<file path="src/rtl/vector_exec_unit.sv">
// Multi-cycle lane-wise vector execute stage driving the register-file write port.
// Build macro VEXEC_SAT_EN: VADD/VSUB saturate per lane; undefined, they wrap modulo 2^LANE_W.

module vector_exec_unit #(
   parameter int unsigned LANE_W = 8,
   parameter int unsigned LANES  = 24,
   parameter int unsigned LPC    = 4
) (
   input  logic                    clk,
   input  logic                    rst,
   input  logic                    start,
   input  logic [2:0]              op,
   input  logic [2:0]              dest,
   input  logic [LANE_W*LANES-1:0] r1v,
   input  logic [LANE_W*LANES-1:0] r2v,
   input  logic [20:0]             r1e,
   output logic                    busy,
   output logic                    done,
   output logic                    err,
   output logic                    Reg_write,
   output logic                    desType,
   output logic [2:0]              A3,
   output logic [LANE_W*LANES-1:0] wd3v,
   output logic [20:0]             wd3e
);

   localparam int unsigned VW       = LANE_W * LANES;
   localparam int unsigned SW       = 21;
   localparam int unsigned STEPS    = LANES / LPC;
   localparam int unsigned LAST     = STEPS - 1;
   localparam int unsigned CNT_W    = (STEPS > 1) ? $clog2(STEPS) : 1;
   localparam int unsigned IDX_W    = $clog2(VW);
   localparam int unsigned NUM_REGS = 6;

   localparam logic [2:0] OP_VADD  = 3'b000;
   localparam logic [2:0] OP_VSUB  = 3'b001;
   localparam logic [2:0] OP_VSMUL = 3'b010;
   localparam logic [2:0] OP_VXOR  = 3'b011;
   localparam logic [2:0] OP_VSUM  = 3'b100;

   typedef enum logic [1:0] {S_IDLE, S_RUN, S_WB} state_t;

   state_t              r_state, w_state_nxt;
   logic [CNT_W-1:0]    r_cnt, w_cnt_nxt;
   logic [VW-1:0]       r_res, w_res_nxt;
   logic [SW-1:0]       r_acc, w_acc_nxt;
   logic [VW-1:0]       r_a, r_b;
   logic [LANE_W-1:0]   r_s;
   logic [2:0]          r_op, r_dest;
   logic                r_legal;
   logic                r_busy, r_done, r_err, r_we, r_dtype;
   logic [2:0]          r_a3;
   logic                w_busy_nxt, w_done_nxt, w_err_nxt, w_we_nxt, w_dtype_nxt;
   logic [2:0]          w_a3_nxt;
   logic                w_accept, w_legal;
   int unsigned         w_base;
   logic [LANE_W-1:0]   w_lane_a, w_lane_b;
   logic                w_unused_r1e;

   assign w_legal      = (op <= OP_VSUM) && (dest < 3'(NUM_REGS));
   assign w_unused_r1e = ^r1e[20:LANE_W];

   // Per-lane arithmetic for the vector-result opcodes
   function automatic logic [LANE_W-1:0] lane_op(input logic [2:0]        f_op,
                                                 input logic [LANE_W-1:0] a,
                                                 input logic [LANE_W-1:0] b,
                                                 input logic [LANE_W-1:0] s);
`ifdef VEXEC_SAT_EN
      logic [LANE_W:0] sum;
`endif
      lane_op = '0;
      case (f_op)
         OP_VADD: begin
`ifdef VEXEC_SAT_EN
            sum     = {1'b0, a} + {1'b0, b};
            lane_op = sum[LANE_W] ? '1 : sum[LANE_W-1:0];
`else
            lane_op = a + b;
`endif
         end
         OP_VSUB: begin
`ifdef VEXEC_SAT_EN
            lane_op = (a < b) ? '0 : a - b;
`else
            lane_op = a - b;
`endif
         end
         OP_VSMUL: lane_op = a * s;
         OP_VXOR:  lane_op = a ^ b;
         default:  lane_op = '0;
      endcase
   endfunction

   always_ff @(posedge clk) begin
      if (rst) r_state <= S_IDLE;
      else     r_state <= w_state_nxt;
   end

   // Next-state, lane datapath and next output values
   always_comb begin
      w_state_nxt = r_state;
      w_accept    = 1'b0;
      w_cnt_nxt   = r_cnt;
      w_res_nxt   = r_res;
      w_acc_nxt   = r_acc;
      w_base      = '0;
      w_lane_a    = '0;
      w_lane_b    = '0;
      w_busy_nxt  = 1'b0;
      w_done_nxt  = 1'b0;
      w_err_nxt   = 1'b0;
      w_we_nxt    = 1'b0;
      w_dtype_nxt = 1'b0;
      w_a3_nxt    = '0;
      case (r_state)
         S_IDLE: begin
            if (start) begin
               w_state_nxt = S_RUN;
               w_accept    = 1'b1;
               w_cnt_nxt   = '0;
               w_res_nxt   = '0;
               w_acc_nxt   = '0;
               w_busy_nxt  = 1'b1;
            end
         end
         S_RUN: begin
            w_busy_nxt = 1'b1;
            w_cnt_nxt  = r_cnt + CNT_W'(1);
            w_base     = 32'(r_cnt) * LPC;
            // Illegal instructions still sequence, but leave the data registers at 0
            if (r_legal) begin
               for (int unsigned j = 0; j < LPC; j++) begin
                  w_lane_a = r_a[IDX_W'((w_base + j) * LANE_W) +: LANE_W];
                  w_lane_b = r_b[IDX_W'((w_base + j) * LANE_W) +: LANE_W];
                  if (r_op == OP_VSUM)
                     w_acc_nxt = w_acc_nxt + SW'(w_lane_a);
                  else
                     w_res_nxt[IDX_W'((w_base + j) * LANE_W) +: LANE_W] =
                        lane_op(r_op, w_lane_a, w_lane_b, r_s);
               end
            end
            if (r_cnt == CNT_W'(LAST)) begin
               w_state_nxt = S_WB;
               w_cnt_nxt   = '0;
               w_done_nxt  = 1'b1;
               w_err_nxt   = !r_legal;
               w_we_nxt    = r_legal;
               w_dtype_nxt = r_legal && (r_op != OP_VSUM);
               w_a3_nxt    = r_dest;
            end
         end
         S_WB: begin
            w_state_nxt = S_IDLE;
            w_res_nxt   = '0;
            w_acc_nxt   = '0;
         end
         default: w_state_nxt = S_IDLE;
      endcase
   end

   always_ff @(posedge clk) begin
      if (rst) begin
         r_cnt   <= '0;
         r_res   <= '0;
         r_acc   <= '0;
         r_a     <= '0;
         r_b     <= '0;
         r_s     <= '0;
         r_op    <= '0;
         r_dest  <= '0;
         r_legal <= 1'b0;
         r_busy  <= 1'b0;
         r_done  <= 1'b0;
         r_err   <= 1'b0;
         r_we    <= 1'b0;
         r_dtype <= 1'b0;
         r_a3    <= '0;
      end else begin
         r_cnt   <= w_cnt_nxt;
         r_res   <= w_res_nxt;
         r_acc   <= w_acc_nxt;
         r_busy  <= w_busy_nxt;
         r_done  <= w_done_nxt;
         r_err   <= w_err_nxt;
         r_we    <= w_we_nxt;
         r_dtype <= w_dtype_nxt;
         r_a3    <= w_a3_nxt;
         if (w_accept) begin
            r_a     <= r1v;
            r_b     <= r2v;
            r_s     <= r1e[LANE_W-1:0];
            r_op    <= op;
            r_dest  <= dest;
            r_legal <= w_legal;
         end
      end
   end

   assign busy      = r_busy;
   assign done      = r_done;
   assign err       = r_err;
   assign Reg_write = r_we;
   assign desType   = r_dtype;
   assign A3        = r_a3;
   assign wd3v      = r_res;
   assign wd3e      = r_acc;

endmodule

</file>
<file path="config.mk">
export PLATFORM = sky130hd
export DESIGN_NAME = vector_exec_unit
export DESIGN_NICKNAME = d
export VERILOG_FILES = /design/src/rtl/vector_exec_unit.sv
export SDC_FILE = /design/constraint.sdc
export NUM_CORES = 2
export LEC_CHECK = 0
export ABC_AREA = 1
export BUFFER_PORTS_ARGS = -buffer_cell sky130_fd_sc_hd__buf_2
export CAP_MARGIN = 20
export CORE_MARGIN = 2
export CORE_UTILIZATION = 45
export DETAILED_ROUTE_END_ITERATION = 12
export GPL_TIMING_DRIVEN = 0
export HOLD_SLACK_MARGIN = 0.02
export PLACE_DENSITY = 0.67
export SYNTH_ARGS = -nofsm -noshare
export SYNTH_HDL_FRONTEND = slang
export SYNTH_SLANG_ARGS = --single-unit
</file>
<file path="constraint.sdc">
create_clock -name clk -period 8.2 [get_ports clk]
set_input_delay 1.64 -clock clk [delete_from_list [all_inputs] [get_ports clk]]
set_output_delay 1.64 -clock clk [all_outputs]
set_load 0.02 [all_outputs]
</file>
After elaboration in Yosys (flattened, before gate mapping)
Index checks and enable logic that the tools add are counted.

word-level totals
  input port bits = 414
  output and inout port bits = 221
  logic and storage cells = 143
  flip-flop bits (word level) = 625

operators by class
  add/sub/neg operators = 20
  eq/ne operators = 11
  $lt $le $gt $ge = 2
  multiply operators = 4
  bitwise logic cells = 6
  muxes and demuxes = 56
  reduce and logical (&&, ||, !) cells = 12
  shift operators = 16

operators by type and width
  kind                        number
  $mux W192                   12
  $shiftx A192 B9 Y8          8
  $bwmux W192                 4
  $shift A8 B10 Y192 const A  4
  $shiftx A8 B10 Y192         4
  $pmux W192 S3               1
  $mux W21                    12
  $pmux W8 S4                 4
  $mux W8                     12
  $add A21 B8 Y21             4
  $pmux W21 S3                1
  $neg A8 Y10                 4
  $add A8 B8 Y8               4
  $mul A8 B8 Y8               4
  $sub A8 B8 Y8               4
  $xor A8 B8 Y8               4
  $add A5 B2 Y5 const B       2
  $eq A3 B2 Y1 const B        2
  $eq A3 B3 Y1 const B        2
  $mux W3                     2
  $ne A2 B2 Y1 const B        3
  $pmux W3 S2                 1
  $add A5 B1 Y5 const B       1
  $mux W2                     2
  other kinds (21)            26

Logic depth before layout (Yosys ltp)
  depth after elaboration = 23
  mapped depth = 47

Least setup slack after synthesis
No wires, ideal clock.

  path kind = reg2reg
  from = register r_cnt[1]
  to = register r_acc[19] (netlist: wd3e[19])
  required time = 8.072 ns
  buffers on the path = 2
  data arrival time = 5.669 ns
  path slack = 2.402 ns
  stages on the path, launching flop included = 43
  path through = dfxtp_1 -> buf_4 -> buf_6 -> nor2_1 -> o21ai_1 -> o21ai_1 -> nand2_1 -> nand2_1 -> ha_1 -> fa_1 -> or2_2 -> nand2_1 -> a21oi_1 -> ha_1 -> a21oi_1 -> nand2_1 -> xor2_1 -> o21bai_1 -> [7 not listed] -> xor2_1 -> a21oi_1 -> ha_1 -> inv_1 -> o21bai_1 -> a21oi_1 -> nor2_2 -> nand3_1 -> nor2_1 -> nand2_1 -> nor2_1 -> nand2_1 -> nor2_2 -> nand3_2 -> nor2_1 -> nand2_1 -> nand3_1 -> a21oi_1

on the way
  cells in the longest elaborated chain, start to end = 17

RTL lines
  item                      RTL line  source
  start: declaration        44        logic [CNT_W-1:0] r_cnt, w_cnt_nxt;
  start signal: assignment  179       r_cnt <= w_cnt_nxt;
  $shiftx A192 B9 Y8        133       w_lane_a = r_a[IDX_W'((w_base + j) * LANE_W) +: LANE_W];
  $add A21 B8 Y21           136       w_acc_nxt = w_acc_nxt + SW'(w_lane_a);
  $mux W21                  135       if (r_op == OP_VSUM)
  $mux W21                  131       if (r_legal) begin
  $mux W21                  115       case (r_state)
  $add A21 B8 Y21           136
  $mux W21                  135
  $mux W21                  131
  $mux W21                  115
  $add A21 B8 Y21           136
  $mux W21                  135
  $mux W21                  131
  $mux W21                  115
  $add A21 B8 Y21           136
  $mux W21 (*)              135
  $mux W21 (*)              131
  $pmux W21 S3 (*)          115
  end signal: assignment    181       r_acc <= w_acc_nxt;
  end: declaration          46        logic [SW-1:0] r_acc, w_acc_nxt;

Every way passes the cells marked *; elsewhere a longest branch is shown, timed or not. The select of a mux whose other input is x is not followed.
A chain may end at the register's enable or synchronous reset.

Worst setup path after layout
  from = register r_cnt[1]
  to = register r_acc[16] (netlist: wd3e[16])

The elaborated chain is that of the path after synthesis.

==> metrics.md <==
| Metric | Value |
|---|---|
| Pins over their slew limit | 0 |
| Post-synthesis mux area share | 0 |
| Initial antenna violation count | 3 |
| Final nets | around 6400 |
| DRT Pass-1 Iters | 7 |
| Synth Area in Adders | 0.0809 |
| Yosys top cell by area | dfxtp_1 |
| Die Ht | 283 um |
| Least-Margin Pin Slew | around 1.3 ns |
| HPWL after detailed placement | 118000 um |
| Die Wd | 283 um |
| Final period util | 0.923 |
| RR Endpoint | wd3e[16] |
| Vias in the first global route | 35500 |
| Starting Density | 0.454 |
| Worst r2r path cells | 42 |
| Net Sw Frac | 0.361 |
| Via/cell ratio | 5.53 |
| Die area | 80100 um^2 |
| # resized after CTS | 0 |
| Final GP Congestion | between 0.9 and 1 |
| CP Data Arrival Time | 8.07 ns |
| Worst EP required | about 8.7 ns |
| Sequential Power Share | 0.358 |
| Critical-path top delay cell | dfxtp_1 |
| Core Footprint | just under 80000 um^2 |
| Clock sinks | ~630 |
| XOR/XNOR share of the synthesized area | 0.0320 |
| Hold Path End | A3[2] |
| Met3 Use GR | 0.0599 |
| Drt total wl | between 100000 and 150000 um |
| Total Routing Usage GR | 0.360 |
| Crit Path Class | reg -> reg |
| Sw Pwr | approximately 3400 uW |
| Setup-failing EPs final | 0 |
| Met2 usage | 0.579 |
| WHS | roughly 0.44 ns |
| Via count | around 38000 |
| Global route overflow | 0 |
| Seq cells post-synth | between 600 and 700 |
| ANT nets after route | 0 |
| CP dominant cell by count | nand2_1 |
| DR iter-0 viols | 3788 |
| Primary FF master, synth | dfxtp_1 |
| Mapped Cells | between 5000 and 6000 |
| Simple-gate portion of the synthesized area | 0.273 |
| CTS max path bufs | 3 |
| Hold path startpoint | r_dest[2] |
| Post-Layout Cell Count | between 6000 and 7000 |
| VDD IR max | 141 uV |
| Pwr per Cell Area | 221 nW/um^2 |
| Hold-critical path depth | 2 |
| Max cap viols | 0 |
| # IOs | about 640 |
| Final Hold Violating Endpoints | 0 |
| Worst reg2reg path startpoint | r_cnt[1] |
| Synth area leaders | dfxtp_1 36%, nor2_1 13%, o21ai_0 8.7%, nand2_1 8.2%, ha_1 4.9% |
| Cell Area, Synth | between 30000 and 40000 um^2 |
| Root Buffer | clkbuf_16 |
| Status | complete, no violations |
| Crit-path max cell delay | 0.78 ns |
| Yosys warns | 0 |
| Setup TNS | 0 ns |
| GRT Max-Usage Layer | met2 |
| Setup crit start kind | flip-flop |
| Main combinational cell family by area after synthesis | simple AND/OR/NAND/NOR gates |
| Post CTS Setup Buffer Count | 0 |
| First-pass GRT wire length | about 220000 um |
| Async SR Flop Fraction | 0 |
| Slew Limit Headroom | 0.155 |
| R2R Setup Slk | 0.63 ns |
| Reg clk slew, reported paths | 0.06 ns |
| Total CTS buffers | 70 |
| Sequential element share of the synthesized area | 0.357 |
| Row cnt | roughly 100 |
| DRC | 0 |
| Syn-to-layout area delta | 19.7% |
| Largest net degree at the start of global routing | 14 |
| Combinational share of power | 0.284 |
| GR Util met1 | 0.461 |
| Port bufs | between 600 and 700 |
| Yosys top cell area share | 0.357 |
| Placed inst area | 39500 um^2 |
| Number of synthesized flops with an enable pin | 0 |
| Compound-Gate Fraction of Synth Area | 0.176 |
| Syn Nets | 5709 |
| Min cycle time layout | 7.57 ns |
| Htree depth | 3 |
| RSZ-0062 raised after global routing | false |
| Average size of a mapped cell | between 6 and 7 um^2 |
| Setup crit end kind | flip-flop |
| Clock latency on the worst-skew pair | roughly 0.66 ns |
| Share of layout cells above drive strength 1 | 0.163 |
| Fin Clk Skew | ~0.047 ns |
| WL per Instance | approximately 22 um |
| Placed cell count | around 6800 |
| Hold_buf cts | 0 |
| Cell area after layout | about 42000 um^2 |
| Pint | between 5000 and 6000 uW |
| Critical path peak fanout | 10 |
| Leakage power | between 0.015 and 0.02 uW |
| Distinct cells, synth | 65 |
| Clk network pwr share | 0.358 |
| CTS tree | built |
| Min-Delay Path Class | reg -> reg |
| Fmax | between 0.1 and 0.15 GHz |
[cell usage after synthesis, types with 36 or more instances]
cell	number
clkbuf_1	215
nand3_1	147
o22ai_1	50
inv_1	350
o21ai_0	609
xnor2_1	36
ha_1	137
a21oi_1	306
xor2_1	85
nor2_1	1207
buf_2	49
nand2_1	769
fa_1	56
dfxtp_1	625
nor3_1	48
[registers in the layout, summed over array words and instances, names as in the netlist, 2 cells and up]
name and flops:
r_a 192, r_s 8, A3 3, r_dest 3, r_state 2, wd3v 192, r_b 192, r_cnt 3
wd3e 21, r_op 3
[worst max-delay path, delay by kind of cell, from the launching register on]
family | cells | cell delay, ns
XOR/XNOR | 1 | 0.17
AO/OA/AOI/OAI | 11 | 1.38
flip-flops | 1 | 0.78
adder cells (fa/ha/maj) | 5 | 1.94
buffers and inverters | 6 | 0.74
AND/OR/NAND/NOR | 19 | 2.40
[worst max-delay path by stage]
stage	startpoint	end	slack [ns]
finish	r_cnt[1]	wd3e[16]	0.63
global route	r_cnt[1]	wd3e[19]	0.15
CTS	r_cnt[1]	wd3e[16]	0.75
global placement	r_cnt[1]	wd3e[19]	0.85
detailed placement	r_cnt[1]	wd3e[19]	0.78
floorplan	r_cnt[1]	wd3e[19]	2.40
[layout by cell type (no fill, tap or decap), types with 14 or more instances in the layout]
master | netlist | final
a22oi_1 | 15 | 15
clkbuf_1 | 215 | 226
nand2_2 | 26 | 26
nand2_1 | 769 | 769
ha_1 | 137 | 137
xnor2_1 | 36 | 36
o21a_1 | 30 | 30
buf_1 | 20 | 20
o21ai_0 | 609 | 609
buf_2 | 49 | 677
nor3_1 | 48 | 48
fa_1 | 56 | 56
nand4_1 | 34 | 34
inv_2 | 24 | 24
nand3_1 | 147 | 147
clkbuf_16 | 0 | 70
o22ai_1 | 50 | 50
clkinv_1 | 14 | 14
a32oi_1 | 19 | 19
dfxtp_1 | 625 | 625
or2_2 | 31 | 31
clkbuf_8 | 0 | 15
nor2_1 | 1207 | 1207
a21oi_1 | 306 | 306
xor2_1 | 85 | 85
inv_1 | 350 | 350
o21ai_1 | 28 | 28
[kinds of logic after synthesis]
logic type	Yosys count
adder cells (fa/ha/maj)	193
AND/OR/NAND/NOR	2331
XOR/XNOR	124
AO/OA/AOI/OAI	1133
flip-flops	625
buffers and inverters	696
[power by group through the flow]
stage	logic, uW	clock network, uW	registers (uW)
finish	2630	3320	3320
global route	2870	3450	3340
CTS	2560	3320	3320
detailed placement	2540	0	3380
global placement	2500	0	3380
floorplan	1600	0	3350
[stage by stage]
stage | util | setup WS, ns | total power, uW
6_report | 0.543 | 0.629 | 9280
3_3_place_gp | 0.511 | 0.852 | 5880
3_5_place_dp | 0.511 | 0.777 | 5930
5_1_grt | 0.543 | 0.148 | 9660
2_1_floorplan | - | 2.40 | 4950
4_1_cts | 0.543 | 0.754 | 9200
[routing by layer]
layer  part of all wire  wire (um)
met5            0.00015         23
met4              0.059       8900
met3              0.096      14300
met2               0.45      66900
met1               0.40      59500
[cell type report]
type | instances | area [um^2]
antenna | 3 | 7.51
clock buffer | 96 | 2000
timing repair buffer | 629 | 3150
sequential | 625 | 12500
buffer | 308 | 1350
clock inverter | 27 | 422
tap | 1040 | 1300
fill | 7955 | 35300
multi-input combinational | 3781 | 19700
inverter | 388 | 1460
(Power assumes the default switching activity.)
